$ cat src/rtl/mux_pkg.sv
// mux_pkg: shared types and sizes for the mux scan controller.
//   state_t  - scan FSM states (IDLE, HOLD, DONE)
//   N_INPUTS - number of downstream mux inputs scanned per pass
//   DATA_W   - width of each mux input / captured sample
package mux_pkg;

    localparam int unsigned N_INPUTS = 4;
    localparam int unsigned DATA_W   = 2;
    localparam int unsigned IDX_W    = $clog2(N_INPUTS);
    localparam int unsigned WORD_W   = N_INPUTS * DATA_W;

    typedef enum logic [1:0] {
        IDLE = 2'd0,
        HOLD = 2'd1,
        DONE = 2'd2
    } state_t;

endpackage

$ cat src/rtl/mux_scan_ctrl_dwell_counter.sv
// dwell_counter: loadable down-counter timing how long each select is held.
//   clk, rst  - clock, synchronous active-high reset (clears the count)
//   load      - load load_val (takes priority over dec)
//   load_val  - value to load
//   dec       - decrement when non-zero
//   zero_c    - count is zero (combinational)
module dwell_counter #(
    parameter int unsigned W = 4
) (
    input  logic         clk,
    input  logic         rst,
    input  logic         load,
    input  logic [W-1:0] load_val,
    input  logic         dec,
    output logic         zero_c
);

    logic [W-1:0] cnt;

    always_ff @(posedge clk) begin
        if (rst) begin
            cnt <= '0;
        end else if (load) begin
            cnt <= load_val;
        end else if (dec && (cnt != '0)) begin
            cnt <= cnt - W'(1);
        end
    end

    assign zero_c = (cnt == '0);

endmodule

$ cat src/rtl/mux_scan_ctrl.sv
// mux_scan_ctrl: steps a 4:1 mux select through indices 0..3, holding each
// for a programmable dwell, captures the mux output at the end of each dwell
// and packs the four samples into scan_word.
//   clk, rst     - clock, synchronous active-high reset
//   start        - scan request (accepted only in IDLE)
//   dwell        - cycles per select value (0 treated as 1), latched on accept
//   mux_in       - data returned by the downstream mux
//   sel0, sel1   - registered mux select
//   busy         - scan in progress (HOLD)
//   done         - one-cycle completion pulse
//   sample_valid - one-cycle pulse per capture, with sample_idx/sample_data
//   scan_word    - packed samples, index k in bits [2k+1:2k]
module mux_scan_ctrl
    import mux_pkg::*;
#(
    parameter int unsigned DWELL_W = 4
) (
    input  logic               clk,
    input  logic               rst,
    input  logic               start,
    input  logic [DWELL_W-1:0] dwell,
    input  logic [DATA_W-1:0]  mux_in,
    output logic               sel0,
    output logic               sel1,
    output logic               busy,
    output logic               done,
    output logic               sample_valid,
    output logic [IDX_W-1:0]   sample_idx,
    output logic [DATA_W-1:0]  sample_data,
    output logic [WORD_W-1:0]  scan_word
);

    state_t             state;
    logic [DWELL_W-1:0] d_eff;
    logic [IDX_W-1:0]   idx;
    logic [IDX_W-1:0]   sel;

    logic [DWELL_W-1:0] dwell_eff_c;
    logic [DWELL_W-1:0] load_val_c;
    logic               accept_c;
    logic               capture_c;
    logic               last_c;
    logic               cnt_load_c;
    logic               cnt_dec_c;
    logic               cnt_zero_c;

    // A zero dwell behaves as a dwell of one.
    assign dwell_eff_c = (dwell == '0) ? DWELL_W'(1) : dwell;

    assign accept_c   = (state == IDLE) && start;
    assign capture_c  = (state == HOLD) && cnt_zero_c;
    assign last_c     = (idx == IDX_W'(N_INPUTS - 1));

    // Counter loads D_eff-1 on accept (from the live input) and on each
    // non-final capture (from the latched copy, so mid-scan dwell changes are ignored).
    assign cnt_load_c = accept_c || (capture_c && !last_c);
    assign cnt_dec_c  = (state == HOLD) && !cnt_zero_c;
    assign load_val_c = ((state == IDLE) ? dwell_eff_c : d_eff) - DWELL_W'(1);

    dwell_counter #(
        .W (DWELL_W)
    ) u_dwell_counter (
        .clk      (clk),
        .rst      (rst),
        .load     (cnt_load_c),
        .load_val (load_val_c),
        .dec      (cnt_dec_c),
        .zero_c   (cnt_zero_c)
    );

    // Scan FSM with registered outputs.
    always_ff @(posedge clk) begin
        if (rst) begin
            state        <= IDLE;
            d_eff        <= '0;
            idx          <= '0;
            sel          <= '0;
            busy         <= 1'b0;
            done         <= 1'b0;
            sample_valid <= 1'b0;
            sample_idx   <= '0;
            sample_data  <= '0;
            scan_word    <= '0;
        end else begin
            sample_valid <= 1'b0;
            done         <= 1'b0;
            case (state)
                IDLE: begin
                    if (start) begin
                        d_eff     <= dwell_eff_c;
                        idx       <= '0;
                        sel       <= '0;
                        scan_word <= '0;
                        busy      <= 1'b1;
                        state     <= HOLD;
                    end
                end
                HOLD: begin
                    if (cnt_zero_c) begin
                        scan_word[{idx, 1'b0} +: DATA_W] <= mux_in;
                        sample_valid <= 1'b1;
                        sample_idx   <= idx;
                        sample_data  <= mux_in;
                        if (last_c) begin
                            idx   <= '0;
                            sel   <= '0;
                            busy  <= 1'b0;
                            done  <= 1'b1;
                            state <= DONE;
                        end else begin
                            idx <= idx + IDX_W'(1);
                            sel <= idx + IDX_W'(1);
                        end
                    end
                end
                DONE: begin
                    state <= IDLE;
                end
                default: begin
                    state <= IDLE;
                end
            endcase
        end
    end

    assign sel0 = sel[0];
    assign sel1 = sel[1];

endmodule

$ cat config.mk
export PLATFORM = sky130hd
export DESIGN_NAME = mux_scan_ctrl
export DESIGN_NICKNAME = d
export VERILOG_FILES = /design/src/rtl/mux_pkg.sv /design/src/rtl/mux_scan_ctrl_dwell_counter.sv /design/src/rtl/mux_scan_ctrl.sv
export SDC_FILE = /design/constraint.sdc
export NUM_CORES = 1
export LEC_CHECK = 0
export CAP_MARGIN = 10
export CORE_UTILIZATION = 45
export DETAILED_ROUTE_END_ITERATION = 10
export HOLD_SLACK_MARGIN = 0.06
export PLACE_DENSITY = 0.71
export SKIP_CTS_REPAIR_TIMING = 1
export SYNTH_ARGS = -nofsm -noshare
export SYNTH_HDL_FRONTEND = slang
export SYNTH_SLANG_ARGS = --single-unit
$ cat constraint.sdc
create_clock -name clk -period 3.2 [get_ports clk]
set_clock_uncertainty 0.2 [all_clocks]
set_input_delay 0.32 -clock clk [delete_from_list [all_inputs] [get_ports clk]]
set_output_delay 0.32 -clock clk [all_outputs]
set_load 0.1 [all_outputs]
==> results.sh <==
export IMPL_worst_r2r_path_depth=7
export IMPL_routed_wirelength_um=2899
export IMPL_cp_arrival_ns=2.68
export IMPL_setup_worst_path_class="reg2reg"
export IMPL_final_nets=193
export IMPL_dpl_cell_area_um2=1516
export IMPL_synth_top_flop_cell="sky130_fd_sc_hd__dfxtp_1"
export IMPL_grt_start_max_net_pins=28
export IMPL_placementRows=18
export IMPL_ys_warnings_count=0
export IMPL_syn_nets=168
export IMPL_regToRegSetupSlack_ns=0.57
export IMPL_final_area_um2=1544
export IMPL_layout_cells_most_common_list="sky130_fd_sc_hd__dfxtp_1, sky130_fd_sc_hd__nand2_1, sky130_fd_sc_hd__nor2_1"
export IMPL_instances_no_fill=208
export IMPL_clk_pin_slew_ns=0.15
export IMPL_netlist_area_leader_share=0.4223
export IMPL_timing_critical_path_from_type="register"
export IMPL_drt_first_pass_iters=4
export IMPL_antennaDiodeCount=0
export IMPL_cts_inserted_buffers=3
export IMPL_die_y_um=55.33
export IMPL_worstHoldPathCells=2
export IMPL_element_type_at_the_critical_path_end="register"
export IMPL_tns_ns=0
export IMPL_port_buffers=25
export IMPL_path_max_fanout=12
export IMPL_power_per_cell_area_nw_per_um2=742.5
export IMPL_core_area_um2=2590
export IMPL_clk_path_buf_depth=2
export IMPL_leading_cell_types_by_total_area_after_synthesis="sky130_fd_sc_hd__dfxtp_1, sky130_fd_sc_hd__nand2_1, sky130_fd_sc_hd__a21oi_1"
export IMPL_reg2reg_to="u_dwell_counter.cnt[2]"
export IMPL_max_cap_viol_count=0
export IMPL_initialDrtViolationCount=22
export IMPL_cellLeakagePower_nw=0.6052
export IMPL_root_buffer="sky130_fd_sc_hd__clkbuf_4"
export IMPL_worst_hold_path_type="reg2reg"
export IMPL_report_final_hold_viol_count=0
export IMPL_rsz0062_at_grt="false"
export IMPL_synth_edf_count=0
export IMPL_initial_core_util=0.4942
export IMPL_run_status="finished clean"
export IMPL_yosysUniqueCellTypes=37
export IMPL_final_clock_period_utilization_by_the_worst_path=0.8220
export IMPL_asyncSetResetFlopFracSynth=0
export IMPL_synth_area_per_cell_um2=8.312
export IMPL_detailedPlace_worstSlack_ns=0.3933
export IMPL_yosys_register_bits=27
export IMPL_post_route_cells_drive_above_1_share=0.1517
export IMPL_grt_antenna_before_repair=0
export IMPL_fmax_mhz=380.2
export IMPL_routabilityCongestion=0.8071
export IMPL_dp_hpwl_um=2111
export IMPL_first_global_vias=1138
export IMPL_vdd_ir_drop_max_uv=456.6
export IMPL_num_io_pins=26
export IMPL_dp_cells=204
export IMPL_hp_start="scan_word[4]"
export IMPL_yosysSeqAreaShare=0.4223
export IMPL_yosysTopAreaCell="sky130_fd_sc_hd__dfxtp_1"
export IMPL_detail_route_wl_per_cell_um=13.94
export IMPL_final_common_cell="sky130_fd_sc_hd__dfxtp_1"
export IMPL_area_growth_synth_to_final_pct=20.63
export IMPL_post_route_drc_count=0
export IMPL_cts_tree="done"
export IMPL_min_period_ns=2.630
export IMPL_routed_via_count_divided_by_cell_count=5.654
export IMPL_grt_overflow=0
export IMPL_netlist_area_um2=1280
export IMPL_dieArea_um2=3061
export IMPL_groute_usage_overall=0.2026
export IMPL_cts_max_level=1
export IMPL_finalMaxSlewViolations=0
export IMPL_slew_headroom=0.3144
export IMPL_routed_via_count=1176
export IMPL_clock_insertion_delay_worst_skew_ns=0.33
export IMPL_cp_data_required_time_ns=3.25
export IMPL_clock_sinks=27
export IMPL_die_x_um=55.33
export IMPL_hold_path_end="scan_word[4]"
export IMPL_post_route_util=0.5961
export IMPL_startpoint_of_the_most_critical_register_to_register_path="u_dwell_counter.cnt[0]"
export IMPL_first_pass_grt_wire_length_um=5092
export IMPL_setup_viol_count_final=0
export IMPL_synth_cells=154
export IMPL_setup_slack_ns=0.5698
export IMPL_least_margin_pin_slew_ns=1.025
export IMPL_antenna_left=0
[kinds of logic after synthesis]
logic type / synth area share
AND/OR/NAND/NOR: 0.2571
multiplexers: 0.05670
flip-flops: 0.4223
buffers and inverters: 0.03226
adder cells (fa/ha/maj): 0.04888
AO/OA/AOI/OAI: 0.1828
[final cells by class]
cell class / count / area (µm²)
Fill cell: 247 / 1046
Tap cell: 30 / 37.54
Sequential cell: 27 / 540.5
Clock buffer: 3 / 22.52
Inverter: 2 / 7.507
Multi-Input combinational cell: 118 / 698.2
Clock inverter: 1 / 5.005
Timing Repair Buffer: 27 / 232.7
[synthesized netlist by cell type (all sizes together) (2+ instances only)]
cell type  count
mux2           2
a31oi          3
nand2         23
inv            2
a21oi         16
nor2b          2
nor2          19
nand3          2
clkbuf         6
nand4          5
and3           2
mux2i          5
o21ai          9
ha             5
nor3           5
or3            2
dfxtp         27
nor4           2
[state kept, by name (all words and copies together) (netlist names)]
name                 flops
scan_word                8
sel                      2
sample_idx               2
sample_valid             1
u_dwell_counter.cnt      4
sample_data              2
state                    2
d_eff                    4
busy                     1
done                     1
[where the power goes]
| group | switching (mW) | internal, mW | total, mW |
|---|---|---|---|
| combinational | 0.372 | 0.197 | 0.570 |
| sequential | 0.0425 | 0.386 | 0.428 |
| clock | 0.102 | 0.0470 | 0.149 |
| total | 0.516 | 0.630 | 1.15 |
[worst max-delay path, cell delays in order, from the launching register on]
cell,delay [ns]
sky130_fd_sc_hd__dfxtp_1,0.36
sky130_fd_sc_hd__or4_4,0.57
sky130_fd_sc_hd__o31a_1,0.38
sky130_fd_sc_hd__a21oi_1,0.19
sky130_fd_sc_hd__a21oi_1,0.06
sky130_fd_sc_hd__ha_1,0.24
sky130_fd_sc_hd__or3_1,0.38
sky130_fd_sc_hd__a31oi_1,0.17
[through the flow]
step	hold slack, ns	total power, mW
after floorplan	0.2560	0.8832
after global placement	0.2393	0.9832
after detailed placement	0.2467	0.9972
after CTS	0.2659	1.145
after global routing	0.2827	1.228
final	0.2627	1.146
[routing by layer]
layer  vias up  GRT usage  part of all wire  routed length, µm
met5         -          0                 0                  0
met4         0    0.03929            0.0034                 10
met3         3    0.04918             0.039                113
met2        25     0.3528              0.48               1390
met1       553     0.2540              0.48               1385
li1        595          -                 -                  -
[how the worst max path moves through the flow]
stage	from	endpoint	slack (ns)
after floorplan	sel[1]	u_dwell_counter.cnt[2]	0.46
after global placement	start	u_dwell_counter.cnt[2]	0.48
after detailed placement	start	u_dwell_counter.cnt[2]	0.39
after CTS	u_dwell_counter.cnt[0]	u_dwell_counter.cnt[2]	0.59
after global routing	u_dwell_counter.cnt[0]	u_dwell_counter.cnt[2]	0.41
final	u_dwell_counter.cnt[0]	u_dwell_counter.cnt[2]	0.57
(Power assumes the default switching activity.)
